File: src/rtl/clk_div_ratio_ctrl_pkg.sv
// Shared definitions for the clock-divider configuration sequencer.
// State encodings are plain constants so older blocks can reuse them.
package clk_div_ratio_ctrl_pkg;

    localparam int DEFAULT_WIDTH = 4;
    localparam int MIN_DIV_RATIO = 2;

    typedef logic [2:0] state_t;

    localparam state_t ST_IDLE      = 3'd0;
    localparam state_t ST_RUN       = 3'd1;
    localparam state_t ST_WAIT_EDGE = 3'd2;
    localparam state_t ST_GATE      = 3'd3;
    localparam state_t ST_SETTLE    = 3'd4;

endpackage

File: src/rtl/clk_div_ratio_ctrl_mirror.sv
// Cycle-exact copy of the divider's period counter.
// Flags the last cycle of a divided period, where ratio changes are safe.
module div_period_mirror
    import clk_div_ratio_ctrl_pkg::*;
#(
    parameter int WIDTH = DEFAULT_WIDTH
) (
    input  logic             i_ref_clk,
    input  logic             i_rst_n,
    input  logic             clk_en,
    input  logic [WIDTH-1:0] div_ratio,
    output logic             boundary
);

    logic [WIDTH-1:0] cnt;
    logic             counting;
    logic             at_last;

    // Ratios 0/1 bypass the divider, so there is no period to track.
    assign counting = clk_en && (div_ratio >= WIDTH'(MIN_DIV_RATIO));
    assign at_last  = (cnt == div_ratio - WIDTH'(1));
    assign boundary = at_last || !counting;

    always_ff @(posedge i_ref_clk or negedge i_rst_n) begin
        if (!i_rst_n) begin
            cnt <= '0;
        end else if (!counting || at_last) begin
            cnt <= '0;
        end else begin
            cnt <= cnt + WIDTH'(1);
        end
    end

endmodule

File: src/rtl/clk_div_ratio_ctrl.sv
// Sequences enable/ratio updates into the clock divider so that changes
// land only at a period boundary while the divided clock is low.
module clk_div_ratio_ctrl
    import clk_div_ratio_ctrl_pkg::*;
#(
    parameter int WIDTH         = DEFAULT_WIDTH,
    parameter int DEFAULT_RATIO = 2,
    parameter int SETTLE_CYC    = 2
) (
    input  logic             i_ref_clk,
    input  logic             i_rst_n,
    input  logic             i_enable,
    input  logic             i_req_valid,
    input  logic [WIDTH-1:0] i_req_ratio,
    output logic             o_req_ready,
    output logic [WIDTH-1:0] o_div_ratio,
    output logic             o_clk_en,
    output logic             o_busy,
    output logic             o_done
);

    localparam logic [3:0] SETTLE_LOAD = 4'(SETTLE_CYC - 1);

    // Handshake: a request transfers on any cycle where i_req_valid and
    // o_req_ready are both high; the requester holds valid/ratio until then.
    state_t           state, state_n;
    logic [WIDTH-1:0] ratio_n;
    logic             clk_en_n;
    logic             done_n;
    logic [WIDTH-1:0] shadow, shadow_n;
    logic             pend, pend_n;
    logic             stop, stop_n;
    logic [3:0]       settle, settle_n;
    logic             accept;
    logic             boundary;

    assign accept = i_req_valid && o_req_ready;

    div_period_mirror #(
        .WIDTH(WIDTH)
    ) u_mirror (
        .i_ref_clk(i_ref_clk),
        .i_rst_n  (i_rst_n),
        .clk_en   (o_clk_en),
        .div_ratio(o_div_ratio),
        .boundary (boundary)
    );

    always_comb begin
        state_n  = state;
        ratio_n  = o_div_ratio;
        clk_en_n = o_clk_en;
        done_n   = 1'b0;
        shadow_n = shadow;
        pend_n   = pend;
        stop_n   = stop;
        settle_n = settle;
        case (state)
            ST_IDLE: begin
                // A ratio write wins over enable; RUN follows next cycle.
                if (accept) begin
                    ratio_n = i_req_ratio;
                    done_n  = 1'b1;
                end else if (i_enable) begin
                    clk_en_n = 1'b1;
                    state_n  = ST_RUN;
                end
            end
            ST_RUN: begin
                if (accept) begin
                    shadow_n = i_req_ratio;
                    pend_n   = 1'b1;
                    stop_n   = !i_enable;
                    state_n  = ST_WAIT_EDGE;
                end else if (!i_enable) begin
                    stop_n  = 1'b1;
                    state_n = ST_WAIT_EDGE;
                end
            end
            ST_WAIT_EDGE: begin
                if (!i_enable) begin
                    stop_n = 1'b1;
                end
                if (boundary) begin
                    clk_en_n = 1'b0;
                    state_n  = ST_GATE;
                end
            end
            ST_GATE: begin
                if (pend) begin
                    ratio_n = shadow;
                end
                settle_n = SETTLE_LOAD;
                state_n  = ST_SETTLE;
            end
            ST_SETTLE: begin
                if (settle == 4'd0) begin
                    done_n = pend;
                    pend_n = 1'b0;
                    if (stop) begin
                        stop_n  = 1'b0;
                        state_n = ST_IDLE;
                    end else begin
                        clk_en_n = 1'b1;
                        state_n  = ST_RUN;
                    end
                end else begin
                    settle_n = settle - 4'd1;
                end
            end
            default: begin
                state_n = ST_IDLE;
            end
        endcase
    end

    always_ff @(posedge i_ref_clk or negedge i_rst_n) begin
        if (!i_rst_n) begin
            state       <= ST_IDLE;
            o_div_ratio <= WIDTH'(DEFAULT_RATIO);
            o_clk_en    <= 1'b0;
            o_done      <= 1'b0;
            o_req_ready <= 1'b1;
            o_busy      <= 1'b0;
            shadow      <= '0;
            pend        <= 1'b0;
            stop        <= 1'b0;
            settle      <= 4'd0;
        end else begin
            state       <= state_n;
            o_div_ratio <= ratio_n;
            o_clk_en    <= clk_en_n;
            o_done      <= done_n;
            o_req_ready <= (state_n == ST_IDLE) || (state_n == ST_RUN);
            o_busy      <= (state_n == ST_WAIT_EDGE) || (state_n == ST_GATE) ||
                           (state_n == ST_SETTLE);
            shadow      <= shadow_n;
            pend        <= pend_n;
            stop        <= stop_n;
            settle      <= settle_n;
        end
    end

endmodule
File: config.mk
export PLATFORM = sky130hd
export DESIGN_NAME = clk_div_ratio_ctrl
export DESIGN_NICKNAME = d
export VERILOG_FILES = /design/src/rtl/clk_div_ratio_ctrl_pkg.sv /design/src/rtl/clk_div_ratio_ctrl_mirror.sv /design/src/rtl/clk_div_ratio_ctrl.sv
export SDC_FILE = /design/constraint.sdc
export NUM_CORES = 1
export LEC_CHECK = 0
export BUFFER_PORTS_ARGS = -buffer_cell sky130_fd_sc_hd__buf_4
export CAP_MARGIN = 20
export CORE_AREA = 2 2 50 57
export DETAILED_ROUTE_END_ITERATION = 10
export DIE_AREA = 0 0 52 59
export PLACE_DENSITY = 0.74
export SYNTH_ARGS = -nofsm -noshare
export SYNTH_HDL_FRONTEND = slang
export SYNTH_HIERARCHICAL = 1
export SYNTH_SLANG_ARGS = --single-unit
File: constraint.sdc
create_clock -name i_ref_clk -period 2.9 [get_ports i_ref_clk]
set_clock_uncertainty 0.2 [all_clocks]
set_input_delay 0.58 -clock i_ref_clk [delete_from_list [all_inputs] [get_ports i_ref_clk]]
set_output_delay 0.58 -clock i_ref_clk [all_outputs]
set_load 0.05 [all_outputs]
* After elaboration in Yosys (flattened, before gate mapping)
Cells that the tools add are included.
Widths: inputs -> output; s select.
** Operators by class
- Bitwise logic cells :: 0
- Eq/ne operators :: 18
- Multipliers :: 0
- $lt $le $gt $ge :: 1
- Muxes and demuxes :: 29
- Shifts and indexed selects :: 0
- Add/sub/neg operators :: 3
- Reduce and logical (&&, ||, !) cells :: 22
- Divide/modulo/power cells :: 0
** Operators with widths (count)
- $mux 3 :: 6
- $ne 2x2->1 const B :: 9
- $mux 4 :: 4
- $pmux 4 s2 :: 2
- $pmux 3 s5 :: 1
- $eq 3x2->1 const B :: 4
- $mux 1 :: 12
- $sub 4x1->4 const B :: 2
- $eq 3x1->1 const B :: 2
- $eq 3x3->1 const B :: 2
- $logic_not 3->1 :: 2
- $pmux 1 s3 :: 2
- $reduce_and 2->1 :: 3
- $reduce_and 3->1 :: 2
- $reduce_and 6->1 :: 1
- $reduce_bool 2->1 :: 3
- $reduce_bool 3->1 :: 2
- $add 4x1->4 const B :: 1
- $eq 4x4->1 :: 1
- $ge 4x2->1 const B :: 1
- $logic_not 4->1 :: 1
- $logic_or 1x1->1 :: 4
- $pmux 1 s2 :: 2
- $logic_and 1x1->1 :: 2
- $logic_not 1->1 :: 2
** Word-level totals
- Bits in writable memories :: 0
- Bits in latches :: 0
- Memory bits (read-only) :: 0
- Input port bits :: 8
- Output and inout bits :: 8
- Bits in registers :: 25
- Memories :: 0

* Logic depth before layout (Yosys ltp)
- Depth after elaboration :: 9
- Mapped depth :: 7
- Gate-level depth less buffers :: 7

* Cells and area by module
The synthesis kept the hierarchy.
** Modules (own cells, without submodules)
- clk_div_ratio_ctrl :: instances 1, cells each 91, sequential area each 528.0 um^2, area each 1037.2 um^2
- div_period_mirror :: instances 1, cells each 26, sequential area each 100.1 um^2, area each 291.5 um^2

* Worst setup path after synthesis
Ideal clock, no wire load.
- Path type :: register -> register
- From :: reg o_div_ratio[0]
- To :: reg o_clk_en
- Cell stages (with the launch flop) :: 7
- Path buffers :: 0
- Arrival :: 1933 ps
- Setup time :: 122 ps
- Slack :: 645 ps
- Clock period less this slack :: 2255 ps
- Path through :: dfrtp_1 inv_1 ha_1 o41ai_1 a21o_1 nand3b_1 a32o_1
** On the way
- Cells in the longest elaborated chain, start to end :: 6
** RTL lines
- from (decl) :: RTL line clk_div_ratio_ctrl.sv:16 : output logic [WIDTH-1:0] o_div_ratio,
- from (signal assigned) :: RTL line clk_div_ratio_ctrl.sv:120 : o_div_ratio <= WIDTH'(DEFAULT_RATIO);
- from (signal assigned) :: RTL line clk_div_ratio_ctrl.sv:131 : o_div_ratio <= ratio_n;
- branches (longest 3 deep; another with $sub 4x1->4)
- $logic_or 1x1->1 (*) :: RTL line clk_div_ratio_ctrl_mirror.sv:22 : assign boundary = at_last || !counting;
- net boundary :: RTL line clk_div_ratio_ctrl.sv:35 : logic boundary;
- $ne 2x2->1 (no source line) (*)
- $reduce_and 6->1 (no source line) (*)
- to (signal assigned) :: RTL line clk_div_ratio_ctrl.sv:132 : o_clk_en <= clk_en_n;
- to (decl) :: RTL line clk_div_ratio_ctrl.sv:17 : output logic o_clk_en,
Mark *: on every way through the listed nets, which the timed path passes.
A chain may end at the register's enable or synchronous reset.

* Worst setup path after layout
- From :: reg o_div_ratio[1]
- To :: reg o_clk_en
Same word-level chain as after synthesis.

==> flow_summary_export.csv <==
group,metric,value,unit
outcome,status,"finished clean",
sta,max_slew_margin,70.0,%
power,ir_drop,0.000611,V
placed_design,io_buffers,15,
worst_setup_path,path_class,"register to register",
final_layout,diodes,0,
placed_design,routabilityCongestion,0.848,
floorplanning,dieArea,0.00307,mm2
final_layout,syn_to_final_growth,13.0,%
cts,cts.sinks,25,
floorplanning,core_area,0.00245,mm2
sta,fin_setup_tns,0,ns
floorplanning,die_height,59,um
floorplanning,rows,19,
logic_synthesis,ys_warn_count,6,
detailed_routing,first_iter_violations,13,
detailed_routing,wire_per_inst,14.7,um
cts,cts_inserted_buffers,3,
cts,clock_path_buffers,2,
cts,worstSkewPairLatency,0.31,ns
cts,cts_hold_buf,1,
final_layout,fillers,202,
logic_synthesis,ys_seq_elements,25,
final_layout,final_layout_size_suffix_gt1_share,29.1,%
worst_setup_path,cp_data_required_time,2.91,ns
cts,ctsResizeCount,0,
sta,max_freq,0.469,GHz
sta,slew_violations,0,
worst_hold_path,hp-class,"input port to register",
worst_setup_path,start_kind,"register",
global_route,overflow,0,
final_layout,nets,147,
logic_synthesis,ys_seq_area_share,47.3,%
logic_synthesis,synth_top_area_cell,"dfrtp_1",
run,drv_cap,0,
cts,cts_root_buffer,"clkbuf_4",
placed_design,dpl_cell_area,0.00147,mm2
logic_synthesis,synth_area_leaders,"dfrtp_1, mux2_2, dfstp_2",
sta,setup_violations,0,
logic_synthesis,synthCells,117,
cts,cts_htree_levels,1,
logic_synthesis,synth_flop_cell,"dfrtp_1",
final_layout,final_cell_mix,"dfrtp_1, buf_4, mux2_2, inv_1, a21oi_1",
global_route,grt_pass1_wl,4220,um
worst_setup_path,end_kind,"register",
final_layout,utilization,61.3,%
logic_synthesis,async_flop_share,100,%
logic_synthesis,synth_fp_nets,129,
detailed_routing,ant_nets,0,
global_route,grt_pass1_vias,957,
cts,tritoncts,"done",
detailed_routing,dr_total_vias,930,
logic_synthesis,netlist_area,0.00133,mm2
detailed_routing,totalWireLength,2430,um
logic_synthesis,yosysUniqueCellTypes,42,
final_layout,layout_commonest_cell,"dfrtp_1",
floorplanning,initial_core_util,54.3,%
placed_design,detailed_place_hpwl,1840,um
power,power.total,1.80,mW
detailed_routing,vias_per_cell,5.64,
final_layout,stdcell_area,0.00150,mm2
logic_synthesis,syn_area_per_cell,11.4,um2
final_layout,multi_input_area,644,um2
power,p_leak,0.653,nW
detailed_routing,drt_first_pass_iters,4,
global_route,antenna_found_initial,0,
logic_synthesis,synth_top_area_share,43.3,%
final_layout,register_area,628,um2
power,powerDensity,1200,mW/mm2
logic_synthesis,synth_edf_count,0,
sta,finalCritPeriodShare,73.5,%
sta,worst_slew_pin_slew,0.448,ns
worst_setup_path,critPathMaxFanout,6,
floorplanning,die_w,52,um
worst_setup_path,critPathArrivalTime,2.15,ns
sta,hold_viol_final,0,
sta,fin_crit,2.13,ns
sta,rsz0062_at_grt,"no",
global_route,grt_start_max_net_pins,26,
global_route,track_usage,18.5,%
cts,cts_setup_buffers,0,
floorplanning,top_level_ports,16,
cts,clk_pin_slew,0.12,ns
detailed_routing,drc,0,
## stage by stage
stage | hold slack (ns) | worst slack, ns | cells
5_1_grt | 0.292 | 0.621 | 165
2_1_floorplan | 0.0844 | 0.645 | 117
3_5_place_dp | 0.294 | 0.766 | 160
4_1_cts | 0.297 | 0.743 | 165
3_3_place_gp | 0.283 | 0.834 | 160
6_report | 0.308 | 0.767 | 165
## critical path, stage by stage (launching register included)
cell      delay, ns
dfstp_2        0.60
inv_1          0.06
ha_1           0.29
xnor2_1        0.14
nor3_2         0.30
a21o_1         0.18
nand3b_1       0.07
a32o_1         0.21
## power by group
part	total, mW	internal [mW]	switching [mW]
sequential	0.683	0.513	0.171
clock	0.150	0.0537	0.0961
combinational	0.965	0.424	0.541
## cells in the mapped netlist (2+ instances only)
master	n
xor2_1	2
o21ai_0	4
dfstp_2	2
mux2_2	12
ha_1	4
nor2_1	5
a21o_1	2
nor2b_1	2
clkbuf_1	3
nand3b_1	2
dfrtp_1	23
a211oi_1	4
a21oi_1	6
nand2_1	3
o41ai_1	2
xnor2_1	4
nand3_1	4
nor3_2	2
inv_1	7
or3_1	2
## state kept, by name, summed over array words and instances, names as in the netlist
register and count:
o_busy 1, o_clk_en 1, o_div_ratio 4, o_done 1, o_req_ready 1, pend 1, settle 4, shadow 4
state 3, stop 1, u_mirror/cnt 4
## per-layer routing
layer | GRT usage, % | routed length, um
met1 | 24.4 | 1070
met2 | 29.3 | 1250
met3 | 3.28 | 70
met4 | 9.40 | 43
met5 | 0 | 0
## final timing paths
path                                 from              to  slack (ns)  depth (start not counted)
max in group asynchronous         i_rst_n  o_div_ratio[1]        1.73                          2
hold / removal             i_req_ratio[0]       shadow[0]        0.31                          2
min in group asynchronous         i_rst_n          o_busy        0.48                          2
setup reg to reg           o_div_ratio[1]        o_clk_en        0.77                          7
setup / recovery           o_div_ratio[1]        o_clk_en        0.77                          7
hold reg to reg                 settle[0]       settle[0]        0.31                          1
## final cells by class
type | count | share of cell area (%)
multi-input cells | 80 | 42.9
flip-flops and latches | 25 | 41.8
repair buffers | 18 | 9.17
well taps | 31 | 2.58
clock buffers | 4 | 1.75
inverters | 7 | 1.75
## logic make-up after synthesis
| kind of cell | count (synthesis) | share of synthesized area, % |
|---|---|---|
| AO/OA/AOI/OAI | 28 | 14.8 |
| XOR/XNOR | 7 | 5.74 |
| flip-flops | 25 | 47.3 |
| adder cells (fa/ha/maj) | 4 | 3.77 |
| multiplexers | 13 | 10.9 |
| AND/OR/NAND/NOR | 28 | 13.3 |
| buffers and inverters | 12 | 4.24 |
Power figures use the tool's default switching activity.
